## src/rtl/i2c_target.sv

```systemverilog
// I2C target responder for one 7-bit address: filtered SCL/SDA, START/STOP detect, write strobe, read handshake.
// Optional clock stretching on read underrun when I2C_TARGET_STRETCH_EN is defined.
module i2c_target #(
    parameter logic [6:0] ADDR        = 7'h50,
    parameter int         FILTER_LEN  = 3,
    parameter int         HOLD_CYCLES = 4
) (
    input  logic       clk,
    input  logic       rst,
    input  logic       scl_i,
    input  logic       sda_i,
    output logic       sda_oe,
    output logic       scl_oe,
    output logic       busy,
    output logic [7:0] wr_data,
    output logic       wr_valid,
    input  logic       wr_full,
    output logic       rd_req,
    input  logic [7:0] rd_data,
    input  logic       rd_valid,
    output logic       rd_underrun
);
    localparam int HW = $clog2(HOLD_CYCLES + 1);

    typedef enum logic [2:0] {
        S_IDLE, S_ADDR, S_ADDR_ACK, S_WRITE, S_WRITE_ACK, S_READ, S_READ_ACK, S_IGNORE
    } state_t;

    state_t state, state_n;

    // index 0 = SCL, 1 = SDA
    logic [1:0]      s1, s2, filt, filt_d;
    logic [1:0][3:0] fcnt;

    always_ff @(posedge clk or posedge rst) begin
        if (rst) begin
            s1     <= 2'b11;
            s2     <= 2'b11;
            filt   <= 2'b11;
            filt_d <= 2'b11;
            fcnt   <= '0;
        end else begin
            s1     <= {sda_i, scl_i};
            s2     <= s1;
            filt_d <= filt;
            for (int i = 0; i < 2; i++) begin
                if (s2[i] != filt[i]) begin
                    if (fcnt[i] == 4'(FILTER_LEN - 1)) begin
                        filt[i] <= s2[i];
                        fcnt[i] <= '0;
                    end else begin
                        fcnt[i] <= fcnt[i] + 4'd1;
                    end
                end else begin
                    fcnt[i] <= '0;
                end
            end
        end
    end

    logic scl_f, sda_f, start, stop, rise, fall;
    assign scl_f = filt[0];
    assign sda_f = filt[1];
    assign start = ~sda_f & filt_d[1] & scl_f;
    assign stop  = sda_f & ~filt_d[1] & scl_f;
    // bus conditions win over a coincident SCL edge
    assign rise  = scl_f & ~filt_d[0] & ~start & ~stop;
    assign fall  = ~scl_f & filt_d[0] & ~start & ~stop;

    logic [2:0]    bit_cnt;
    logic [7:0]    shift;
    logic          rw, ack_ok, have_byte, hs, match, hold_fire, ack_oe;
    logic [HW-1:0] hold_cnt;
    logic          sda_oe_r, busy_r, rd_req_r, wr_valid_r, rd_underrun_r;
    logic [7:0]    wr_data_r;

    assign hs        = rd_req_r & rd_valid;
    assign match     = (shift[6:0] == ADDR) && (ADDR != 7'h00);
    assign hold_fire = (HOLD_CYCLES == 1) ? fall : (hold_cnt == HW'(1));

    always_ff @(posedge clk or posedge rst) begin
        if (rst) state <= S_IDLE;
        else     state <= state_n;
    end

    always_comb begin
        state_n = state;
        if (start) state_n = S_ADDR;
        else if (stop) state_n = S_IDLE;
        else if (rise) begin
            case (state)
                S_ADDR:      if (bit_cnt == 3'd7) state_n = match ? S_ADDR_ACK : S_IGNORE;
                S_ADDR_ACK:  state_n = rw ? S_READ : S_WRITE;
                S_WRITE:     if (bit_cnt == 3'd7) state_n = S_WRITE_ACK;
                S_WRITE_ACK: state_n = S_WRITE;
                S_READ:      if (bit_cnt == 3'd7) state_n = S_READ_ACK;
                S_READ_ACK:  state_n = sda_f ? S_IGNORE : S_READ;
                default:     state_n = state;
            endcase
        end
    end

    always_comb begin
        ack_oe = 1'b0;
        case (state)
            S_ADDR_ACK:  ack_oe = 1'b1;
            S_WRITE_ACK: ack_oe = ack_ok;
            default:     ack_oe = 1'b0;
        endcase
    end

`ifdef I2C_TARGET_STRETCH_EN
    logic          scl_oe_r, stretching;
    logic [HW-1:0] rel_cnt;
    assign scl_oe = scl_oe_r;
`else
    assign scl_oe = 1'b0;
`endif

    always_ff @(posedge clk or posedge rst) begin
        if (rst) begin
            bit_cnt       <= '0;
            shift         <= 8'hFF;
            rw            <= 1'b0;
            ack_ok        <= 1'b0;
            have_byte     <= 1'b0;
            hold_cnt      <= '0;
            sda_oe_r      <= 1'b0;
            busy_r        <= 1'b0;
            rd_req_r      <= 1'b0;
            wr_data_r     <= '0;
            wr_valid_r    <= 1'b0;
            rd_underrun_r <= 1'b0;
`ifdef I2C_TARGET_STRETCH_EN
            scl_oe_r      <= 1'b0;
            stretching    <= 1'b0;
            rel_cnt       <= '0;
`endif
        end else begin
            wr_valid_r    <= 1'b0;
            rd_underrun_r <= 1'b0;
            if (start || stop) begin
                sda_oe_r  <= 1'b0;
                rd_req_r  <= 1'b0;
                busy_r    <= 1'b0;
                have_byte <= 1'b0;
                hold_cnt  <= '0;
`ifdef I2C_TARGET_STRETCH_EN
                scl_oe_r   <= 1'b0;
                stretching <= 1'b0;
                rel_cnt    <= '0;
`endif
                if (start) begin
                    bit_cnt <= '0;
                    shift   <= '0;
                end
            end else begin
                if (fall) hold_cnt <= HW'(HOLD_CYCLES - 1);
                else if (hold_cnt != '0) hold_cnt <= hold_cnt - 1'b1;
`ifdef I2C_TARGET_STRETCH_EN
                if (rel_cnt != '0) begin
                    rel_cnt <= rel_cnt - 1'b1;
                    if (rel_cnt == HW'(1)) scl_oe_r <= 1'b0;
                end
`endif
                if (rise) begin
                    case (state)
                        S_ADDR: begin
                            shift   <= {shift[6:0], sda_f};
                            bit_cnt <= bit_cnt + 3'd1;
                            if (bit_cnt == 3'd7 && match) begin
                                busy_r <= 1'b1;
                                rw     <= sda_f;
                            end
                        end
                        S_WRITE: begin
                            shift   <= {shift[6:0], sda_f};
                            bit_cnt <= bit_cnt + 3'd1;
                            if (bit_cnt == 3'd7) begin
                                wr_data_r  <= {shift[6:0], sda_f};
                                wr_valid_r <= ~wr_full;
                                ack_ok     <= ~wr_full;
                            end
                        end
                        S_READ: begin
                            shift   <= {shift[6:0], 1'b1};
                            bit_cnt <= bit_cnt + 3'd1;
                        end
                        S_READ_ACK: begin
                            if (!sda_f) rd_req_r <= 1'b1;
                            else        busy_r   <= 1'b0;
                        end
                        default: ;
                    endcase
                end
                // only the fall that opens a read byte ever sees bit_cnt == 0 in READ
                if (fall && state == S_READ && bit_cnt == 3'd0 && !have_byte && !hs)
                    rd_req_r <= 1'b1;
                if (hs) begin
                    rd_req_r <= 1'b0;
                    shift    <= rd_data;
`ifdef I2C_TARGET_STRETCH_EN
                    if (stretching) begin
                        sda_oe_r   <= ~rd_data[7];
                        stretching <= 1'b0;
                        rel_cnt    <= HW'(HOLD_CYCLES);
                    end else begin
                        have_byte <= 1'b1;
                    end
`else
                    have_byte <= 1'b1;
`endif
                end
                if (hold_fire) begin
                    if (state == S_READ) begin
                        if (bit_cnt != 3'd0 || have_byte) begin
                            sda_oe_r  <= ~shift[7];
                            have_byte <= 1'b0;
                        end else if (hs) begin
                            sda_oe_r  <= ~rd_data[7];
                            have_byte <= 1'b0;
                        end else begin
`ifdef I2C_TARGET_STRETCH_EN
                            scl_oe_r   <= 1'b1;
                            stretching <= 1'b1;
`else
                            sda_oe_r      <= 1'b0;
                            shift         <= 8'hFF;
                            rd_req_r      <= 1'b0;
                            rd_underrun_r <= 1'b1;
`endif
                        end
                    end else begin
                        sda_oe_r <= ack_oe;
                    end
                end
            end
        end
    end

    assign sda_oe      = sda_oe_r;
    assign busy        = busy_r;
    assign rd_req      = rd_req_r;
    assign wr_data     = wr_data_r;
    assign wr_valid    = wr_valid_r;
    assign rd_underrun = rd_underrun_r;
endmodule
```

## config.mk

```make
export PLATFORM = sky130hd
export DESIGN_NAME = i2c_target
export DESIGN_NICKNAME = d
export VERILOG_FILES = /design/src/rtl/i2c_target.sv
export SDC_FILE = /design/constraint.sdc
export NUM_CORES = 1
export LEC_CHECK = 0
export BUFFER_PORTS_ARGS = -buffer_cell sky130_fd_sc_hd__buf_2
export CORE_MARGIN = 1
export CORE_UTILIZATION = 60
export CTS_BUF_LIST = sky130_fd_sc_hd__clkbuf_2
export DETAILED_ROUTE_END_ITERATION = 10
export PLACE_DENSITY_LB_ADDON = 0.25
export RECOVER_POWER = 25
export SLEW_MARGIN = 0
export SYNTH_ARGS = -nofsm -noshare
export SYNTH_HDL_FRONTEND = slang
export SYNTH_SLANG_ARGS = --single-unit
```

## constraint.sdc

```tcl
create_clock -name clk -period 2.3 [get_ports clk]
set_input_delay 0.345 -clock clk [delete_from_list [all_inputs] [get_ports clk]]
set_output_delay 0.345 -clock clk [all_outputs]
set_load 0.02 [all_outputs]
```

==> results of run 1 <==
-- through the flow --
step                      area (µm²)   util
final                           2770  0.688
after global routing            2770  0.688
after detailed placement        2700  0.671
after floorplan                 2540      -
after CTS                       2770  0.688
after global placement          2700  0.671
-- worst max path at each step --
stage	cells after the start	endpoint	start
after floorplan	6	shift[0]	bit_cnt[0]
after global placement	3	wr_data[6]	filt[0]
after detailed placement	4	bit_cnt[0]	filt[0]
after CTS	4	bit_cnt[0]	filt[0]
after global routing	4	state[0]	filt[0]
final	4	bit_cnt[0]	filt[0]
-- area by class of cell --
cell class / instances / area share
Inverter: 11 / 0.0149
Sequential cell: 49 / 0.450
Multi-Input combinational cell: 175 / 0.428
Clock inverter: 1 / 0.00135
Clock buffer: 7 / 0.0126
Tap cell: 50 / 0.0226
Timing Repair Buffer: 32 / 0.0704
-- critical path, stage by stage (launching register included) --
cell and delay, ns:
dfstp_2 0.69, and2b_1 0.21, and3_1 0.49, a21boi_0 0.18, o221a_2 0.29
-- flip-flops by register name, indices dropped and copies added (netlist names), 2 cells and up --
register / cells
s1: 2
state: 3
s2: 2
filt_d: 2
hold_cnt: 3
filt: 2
wr_data: 8
bit_cnt: 3
fcnt: 8
shift: 8
-- power by group through the flow --
stage	logic [mW]	registers, mW	clock network, mW
3_3_place_gp	1.15	1.35	0
4_1_cts	1.18	1.35	0.344
3_5_place_dp	1.18	1.37	0
6_report	1.18	1.35	0.336
2_1_floorplan	1.01	1.26	0
5_1_grt	1.36	1.38	0.377
-- kinds of logic (layout without fill, tap and decap cells) --
family          count (synthesis)  in the layout  share of synthesized area
simple gates                   80             80                      0.158
compound gates                 64             64                      0.179
flops                          49             49                      0.490
buf+inv                        23             51                     0.0438
mux                            11             11                     0.0482
fa+ha+maj                      10             10                     0.0492
xor+xnor                        9              9                     0.0310
other cells                     1              1                    0.00147
-- routing by layer --
| metal | vias to the layer above | global-route usage | wire (µm) |
|---|---|---|---|
| met5 | - | 0 | 0 |
| met4 | 0 | 0.0718 | 49 |
| met3 | 6 | 0.0582 | 212 |
| met2 | 45 | 0.404 | 2260 |
| met1 | 903 | 0.351 | 2330 |
| li1 | 932 | - | - |
-- synthesized netlist by cell type (6+ instances only) --
library cell  number  area, µm²
dfrtp_1           33        826
nor2_1            23       86.3
nand2_1           19       71.3
a21oi_1           16       80.1
dfstp_2           16        420
inv_1             11       41.3
ha_1              10        125
mux2_2            10        113
o21ai_0            9       45.0
o31ai_1            8       60.1
nand3_1            6       30.0
o2bb2ai_1          6       52.6
-- what timing repair did --
item	CTS	global route
buffers inserted	0	0
gates resized for setup	0	0
hold buffers	3	0
hold endpoints to repair	18	0
==> impl_metrics.py, run 1 <==
metrics = {
    "floorplanning": {
        "ios": 28,
        "die_y_um": 67.1,
        "initial_core_util": 0.632,
        "die-width_um": 67.1,
        "num_rows": 23,
        "design.die.area_um2": 4510,
        "coreArea_um2": 4030,
    },
    "power": {
        "intPower_mw": 1.71,
        "power_density_nw_per_um2": 1030,
        "swShare": 0.403,
        "leakage_nw": 1.30,
        "total_power_mw": 2.86,
        "peakVddDrop_v": 0.000667,
        "seqPwrFrac": 0.471,
        "p_switching_mw": 1.15,
        "combPwrFrac": 0.411,
        "clkPwrFrac": 0.117,
    },
    "setup_path": {
        "reg2reg_from": "filt[0]",
        "critical_path_class": "reg2reg",
        "crit_fanout": 15,
        "critical_path.endpoint_type": "flip-flop",
        "reg2reg_slack_ns": 0.36,
        "start_kind": "flip-flop",
        "regToRegEndpoint": "bit_cnt[0]",
        "cp.arrival_ns": 2.29,
        "cp_data_required_time_ns": 2.64,
        "r2r_cells": 4,
    },
    "layout": {
        "mostFrequentLayoutCells": "dfrtp_1, buf_2, nor2_1",
        "multi_input_area_um2": 1190,
        "final_cells": 325,
        "n_antenna_cell": 0,
        "regArea_um2": 1250,
        "drive_gt1_frac": 0.244,
        "nNetsFinal": 298,
        "area_growth_pct": 8.90,
        "mostFrequentLayoutCell": "dfrtp_1",
        "fillers": 316,
    },
    "timing": {
        "fin_setup_tns_ns": 0,
        "period_share": 0.844,
        "fmax_ghz": 0.515,
        "hold_viol": 0,
        "timing.hold.ws_ns": 0.0244,
        "slew_viol_final": 0,
        "skew_ns": 0.0481,
        "setup_viol": 0,
        "fin_crit_ns": 1.94,
        "slew_headroom": 0.365,
        "worst_pin_slew_ns": 0.952,
        "setup_slack_ns": 0.358,
        "rsz0062_at_grt": "no",
    },
    "logic_synthesis": {
        "yosys_warnings": 0,
        "synth_ff_type": "dfrtp_1",
        "synthCells": 247,
        "synth-async-reset-ratio": 1.00,
        "syn-cell-area_um2": 2540,
        "synth-seq-area-share": 0.490,
        "syn_nets": 271,
        "yosysUniqueCellTypes": 50,
        "syn_avg_cell_area_um2": 10.3,
        "synth_seq_cells": 49,
        "synth_edf_count": 0,
    },
    "detailed_routing": {
        "dr.pass1.iters": 4,
        "routed_via_density": 5.80,
        "wl_per_cell_um": 14.9,
        "routed_wl_um": 4850,
        "dr_total_vias": 1886,
        "drc_errors": 0,
        "antenna_left": 0,
        "drtIter0Drc": 120,
    },
    "flow_run": {
        "maxCapViolCount": 0,
    },
    "clock_tree": {
        "cts_tree": "yes",
        "cts.clk_slew.worst_paths_ns": 0.24,
        "htree_levels": 2,
        "clock_latency_ns": 0.43,
        "clock_sinks": 49,
        "numCtsBuffers": 5,
        "root_buffer": "clkbuf_2",
        "clock_path_buffers": 2,
    },
    "worst_hold_path": {
        "min_path_cells": 2,
        "min_path_type": "in2reg",
        "min_to": "wr_valid",
        "worstHoldStart": "wr_full",
    },
    "placement": {
        "dp_hpwl_um": 3500,
        "place_inst": 314,
        "place_ws_ns": 0.411,
        "portBuffers": 26,
        "gp_congestion": 0.880,
    },
    "global_routing": {
        "grt_pass1_vias": 1802,
        "grt_max_degree": 26,
        "grt_pass1_wl_um": 8450,
        "antenna_found_initial": 0,
        "grt_use_total": 0.256,
        "gr-total-overflow": 0,
    },
    "outcome": {
        "outcome": "finished, final reports clean",
    },
}
Note: power is estimated with default switching activity, not from simulation.
==> run 2, diff against run 1 <==
--- a/config.mk
+++ b/config.mk
@@ -7,7 +7,7 @@
 export LEC_CHECK = 0
 export BUFFER_PORTS_ARGS = -buffer_cell sky130_fd_sc_hd__buf_2
 export CORE_MARGIN = 1
-export CORE_UTILIZATION = 60
+export CORE_UTILIZATION = 55
 export CTS_BUF_LIST = sky130_fd_sc_hd__clkbuf_2
 export DETAILED_ROUTE_END_ITERATION = 10
 export PLACE_DENSITY_LB_ADDON = 0.25
==> constraint.sdc (replaced) <==
create_clock -name clk -period 1.6 [get_ports clk]
set_input_delay 0.24 -clock clk [delete_from_list [all_inputs] [get_ports clk]]
set_output_delay 0.24 -clock clk [all_outputs]
set_load 0.02 [all_outputs]
==> impl_metrics.py, run 2 (synthesis results as in run 1) <==
metrics = {
    "detailed_routing": {
        "drc_errors": 0,
        "wl_per_cell_um": 15.6,
        "dr_total_vias": 2121,
        "routed_via_density": 5.89,
        "routed_wl_um": 5630,
        "antenna_left": 0,
        "dr.pass1.iters": 4,
        "drtIter0Drc": 114,
    },
    "worst_hold_path": {
        "worstHoldStart": "rd_valid",
        "min_to": "have_byte",
        "min_path_cells": 3,
        "min_path_type": "in2reg",
    },
    "placement": {
        "portBuffers": 26,
        "dp_hpwl_um": 3790,
        "gp_congestion": 0.837,
    },
    "setup_path": {
        "regToRegEndpoint": "shift[4]",
        "cp.arrival_ns": 2.11,
        "crit_fanout": 6,
        "path_cells": "inv_1 > ha_1 > or3b_4 > o31ai_4 > buf_6 > a21oi_1 > o2bb2ai_1",
        "cp_data_required_time_ns": 1.98,
        "reg2reg_slack_ns": -0.13,
        "critical_path.top_delay_family": "flip-flops",
        "start_kind": "flip-flop",
        "slowest_delay_ns": 0.46,
        "critical_path.endpoint_type": "flip-flop",
        "cp.buffers_inverters": 2,
        "critical_path_class": "reg2reg",
        "r2r_cells": 7,
        "reg2reg_from": "bit_cnt[1]",
        "cp_slowest_cell": "dfrtp_1",
    },
    "power": {
        "power_density_nw_per_um2": 1540,
        "clkPwrFrac": 0.134,
        "swShare": 0.386,
        "peakVddDrop_v": 0.000887,
        "combPwrFrac": 0.485,
        "intPower_mw": 2.99,
        "total_power_mw": 4.87,
        "p_switching_mw": 1.88,
        "seqPwrFrac": 0.381,
        "leakage_nw": 1.50,
    },
    "layout": {
        "mostFrequentLayoutCells": "dfrtp_1, buf_4, buf_2",
        "drive_gt1_frac": 0.367,
        "nNetsFinal": 331,
        "n_antenna_cell": 0,
        "mostFrequentLayoutCell": "dfrtp_1",
        "area_growth_pct": 24.5,
    },
    "floorplanning": {
        "ios": 28,
        "die-width_um": 70.0,
        "initial_core_util": 0.577,
        "num_rows": 24,
        "die_y_um": 70.0,
        "coreArea_um2": 4410,
        "design.die.area_um2": 4900,
    },
    "clock_tree": {
        "cts_tree": "yes",
        "root_buffer": "clkbuf_2",
        "numCtsBuffers": 5,
        "clock_sinks": 49,
        "clock_latency_ns": 0.43,
        "cts.clk_slew.worst_paths_ns": 0.24,
        "clock_path_buffers": 2,
        "htree_levels": 2,
    },
    "timing": {
        "fin_crit_ns": 1.73,
        "period_share": 1.08,
        "rsz0062_at_grt": "yes",
        "hold_viol": 0,
        "skew_ns": 0.0145,
        "fmax_ghz": 0.579,
        "timing.hold.ws_ns": 0.0837,
        "setup_viol": 17,
        "setup_slack_ns": -0.126,
        "slew_headroom": 0.307,
        "worst_pin_slew_ns": 1.04,
        "slew_viol_final": 0,
    },
    "global_routing": {
        "antenna_found_initial": 0,
        "grt_use_total": 0.246,
        "grt_max_degree": 50,
        "grt_pass1_vias": 2140,
        "grt_pass1_wl_um": 9450,
        "gr-total-overflow": 0,
    },
    "flow_run": {
        "maxCapViolCount": 0,
    },
    "outcome": {
        "outcome": "finished with violations",
        "failed_checks": "negative setup slack",
    },
}
==> run 2: metal layers <==
layer	up-vias	global-route usage	routed length (µm)
met5	-	0	0
li1	998	-	-
met4	0	0.116	116
met3	13	0.0505	247
met1	1045	0.304	2360
met2	65	0.412	2900
==> run 2: through the flow <==
step	instance area (µm²)	setup TNS (ns)	instances	utilization	setup slack, ns
floorplan	2550	-0.0282	247	-	-0.0282
global placement	2920	-0.0701	343	0.662	-0.0226
detailed placement	2920	-0.497	343	0.662	-0.0775
CTS	3050	-0.800	355	0.690	-0.102
global route	3170	-2.40	360	0.718	-0.243
finish	3170	-1.15	360	0.718	-0.126
==> run 2: layout make-up <==
class	count	area (µm²)
fillers	328	1240
multi-input cells	175	1300
flip-flops and latches	49	1250
well taps	52	65.1
inverters	11	41.3
repair buffers	65	454
clock inverters	2	33.8
clock buffers	6	30.0
==> run 2: power groups by stage <==
stage | Sequential, mW | Combinational (mW) | Clock, mW
after floorplan | 1.82 | 1.47 | 0
after global placement | 1.84 | 2.11 | 0
after detailed placement | 1.86 | 2.17 | 0
after CTS | 1.84 | 2.22 | 0.665
after global routing | 1.91 | 2.60 | 0.717
final | 1.86 | 2.36 | 0.651
==> run 2: how the worst max path moves through the flow <==
| stage | startpoint | slack, ns | cells past startpoint | endpoint |
|---|---|---|---|---|
| 2_1_floorplan | bit_cnt[0] | -0.03 | 6 | shift[0] |
| 3_3_place_gp | filt[0] | -0.02 | 4 | bit_cnt[2] |
| 3_5_place_dp | filt[0] | -0.08 | 4 | state[0] |
| 4_1_cts | bit_cnt[1] | -0.10 | 7 | shift[3] |
| 5_1_grt | bit_cnt[1] | -0.24 | 7 | shift[4] |
| 6_report | bit_cnt[1] | -0.13 | 7 | shift[4] |
==> run 2: repair_timing <==
| action | CTS | global route |
|---|---|---|
| buffers inserted | 0 | 4 |
| resized for setup | 6 | 23 |
| endpoints found under the setup margin | 21 | 25 |
| hold buffers | 4 | 0 |
| endpoints found under the hold margin | 36 | 0 |
| cloned | 0 | 1 |
| pin swaps | 0 | 1 |
==> run 2: worst register-to-register path, stage by stage (launching register included) <==
cell and delay [ns]:
dfrtp_1 0.46, inv_1 0.08, ha_1 0.14, or3b_4 0.41, o31ai_4 0.25, buf_6 0.16, a21oi_1 0.05, o2bb2ai_1 0.13
==> run 3, diff against run 2 <==
--- a/config.mk
+++ b/config.mk
@@ -11,8 +11,8 @@
 export CTS_BUF_LIST = sky130_fd_sc_hd__clkbuf_2
 export DETAILED_ROUTE_END_ITERATION = 10
 export PLACE_DENSITY_LB_ADDON = 0.25
-export RECOVER_POWER = 25
 export SLEW_MARGIN = 0
 export SYNTH_ARGS = -nofsm -noshare
 export SYNTH_HDL_FRONTEND = slang
 export SYNTH_SLANG_ARGS = --single-unit
+export TNS_END_PERCENT = 50
==> impl_metrics.py, run 3 (synthesis results as in run 1) <==
metrics = {
    "setup_path": {
        "critPathLaunch": "bit_cnt[0]",
        "critical_path.endpoint_type": "flip-flop",
        "cp.arrival_ns": 2.08,
        "cp_data_required_time_ns": 1.96,
        "start_kind": "flip-flop",
        "critical_path_class": "reg2reg",
        "reg2reg_from": "bit_cnt[0]",
        "crit_fanout": 6,
    },
    "floorplanning": {
        "die-width_um": 70.0,
        "num_rows": 24,
        "design.die.area_um2": 4900,
        "coreArea_um2": 4410,
        "die_y_um": 70.0,
        "initial_core_util": 0.577,
        "ios": 28,
    },
    "global_routing": {
        "grt_pass1_vias": 2018,
        "gr-total-overflow": 0,
        "grt_use_total": 0.236,
        "busiest_layer": "met2",
        "gr-usage-met2": 0.395,
        "grt_max_degree": 50,
        "grtUsageMet1": 0.312,
        "antenna_found_initial": 0,
        "gr-usage-met3": 0.0491,
        "grt_pass1_wl_um": 9150,
    },
    "timing": {
        "fin_crit_ns": 1.71,
        "hold_viol": 0,
        "fmax_ghz": 0.583,
        "setup_viol": 11,
        "slew_viol_final": 0,
        "rsz0062_at_grt": "yes",
        "setup_slack_ns": -0.114,
        "skew_ns": 0.0190,
        "period_share": 1.07,
    },
    "detailed_routing": {
        "antenna_left": 0,
        "routed_wl_um": 5240,
        "routed_via_density": 5.63,
        "wl_per_cell_um": 14.7,
        "drtIter0Drc": 145,
        "dr.pass1.iters": 4,
        "drc_errors": 0,
        "dr_total_vias": 2003,
    },
    "power": {
        "leakage_nw": 1.45,
        "power_density_nw_per_um2": 1490,
        "total_power_mw": 4.61,
        "clkPwrFrac": 0.102,
        "seqPwrFrac": 0.403,
        "intPower_mw": 2.80,
        "combPwrFrac": 0.496,
        "peakVddDrop_v": 0.000966,
        "swShare": 0.393,
        "p_switching_mw": 1.81,
    },
    "layout": {
        "mostFrequentLayoutCell": "dfrtp_1",
        "final_area_um2": 3090,
        "area_growth_pct": 21.4,
        "drive_gt1_frac": 0.365,
        "mostFrequentLayoutCells": "dfrtp_1, buf_4, buf_2",
        "nNetsFinal": 327,
        "n_antenna_cell": 0,
    },
    "worst_hold_path": {
        "min_path_type": "in2reg",
        "worstHoldStart": "rd_data[6]",
    },
    "clock_tree": {
        "clock_latency_ns": 0.43,
        "clock_path_buffers": 2,
        "root_buffer": "clkbuf_2",
        "cts_tree": "yes",
        "numCtsBuffers": 5,
        "clock_sinks": 49,
        "htree_levels": 2,
        "cts.clk_slew.worst_paths_ns": 0.24,
    },
    "outcome": {
        "outcome": "finished with violations",
        "failed_checks": "negative setup slack",
    },
    "placement": {
        "post_dp_cell_area_um2": 2920,
        "place_ws_ns": -0.0969,
        "gp_congestion": 0.886,
        "dp_hpwl_um": 3740,
        "portBuffers": 26,
    },
    "flow_run": {
        "maxCapViolCount": 0,
    },
}
-- run 3: cell count changes in the layout (fill, tap and decap cells not counted), moves of 2 or more --
cell,before,now
mux2_2,5,10
mux2_4,5,0
buf_4,30,27
nor3_1,4,2
nor3_2,0,2
nor4_2,0,2
-- run 3: metrics by stage --
stage / util / hold WS (ns) / setup TNS [ns] / std cells
3_3_place_gp: 0.662 / 0.297 / -0.292 / 343
5_1_grt: 0.700 / 0.0835 / -1.90 / 356
6_report: 0.700 / 0.106 / -0.676 / 356
4_1_cts: 0.683 / 0.0678 / -0.865 / 355
2_1_floorplan: - / 0.244 / -0.0366 / 247
3_5_place_dp: 0.662 / 0.299 / -0.921 / 343
-- run 3: critical path, cell delays in order, from the launching register on --
cell and delay (ns):
dfrtp_1 0.44, inv_1 0.06, ha_1 0.14, or3b_4 0.40
o31ai_4 0.26, buf_6 0.17, a21oi_1 0.04, o2bb2ai_1 0.15
-- run 3: metal layers --
layer,part of all wire,vias to the layer above
met5,0,-
met4,0.012,0
met3,0.036,7
met2,0.50,38
met1,0.45,970
li1,-,988
-- run 3: final cells by class --
type                            instances  area (µm²)
Inverter                               11        41.3
Timing Repair Buffer                   61         435
Tap cell                               52        65.1
Sequential cell                        49        1250
Clock buffer                            5        25.0
Clock inverter                          3        12.5
Fill cell                             358        1330
Multi-Input combinational cell        175        1260
-- run 3: final timing paths --
kind                                  to  cells after the start  slack (ns)
worst min-delay path            shift[6]                      3        0.11
worst max-delay path            shift[5]                      7       -0.11
worst min register to register     s2[1]                      0        0.37
max in group asynchronous        filt[1]                      4        0.95
min in group asynchronous       state[0]                      4        0.36
worst max register to register  shift[5]                      7       -0.11
-- run 3: repair_timing --
| action | CTS | global route |
|---|---|---|
| buffers inserted | 0 | 1 |
| endpoints found under the hold margin | 36 | 0 |
| pin swaps | 1 | 3 |
| hold buffers | 4 | 0 |
| resized for setup | 4 | 18 |
| endpoints found under the setup margin | 20 | 29 |
-- run 3: power by group through the flow --
| stage | clock (mW) | sequential [mW] | combinational (mW) |
|---|---|---|---|
| 6_report | 0.470 | 1.86 | 2.28 |
| 5_1_grt | 0.541 | 1.91 | 2.55 |
| 3_5_place_dp | 0 | 1.87 | 2.15 |
| 4_1_cts | 0.492 | 1.85 | 2.17 |
| 3_3_place_gp | 0 | 1.86 | 2.08 |
| 2_1_floorplan | 0 | 1.82 | 1.46 |
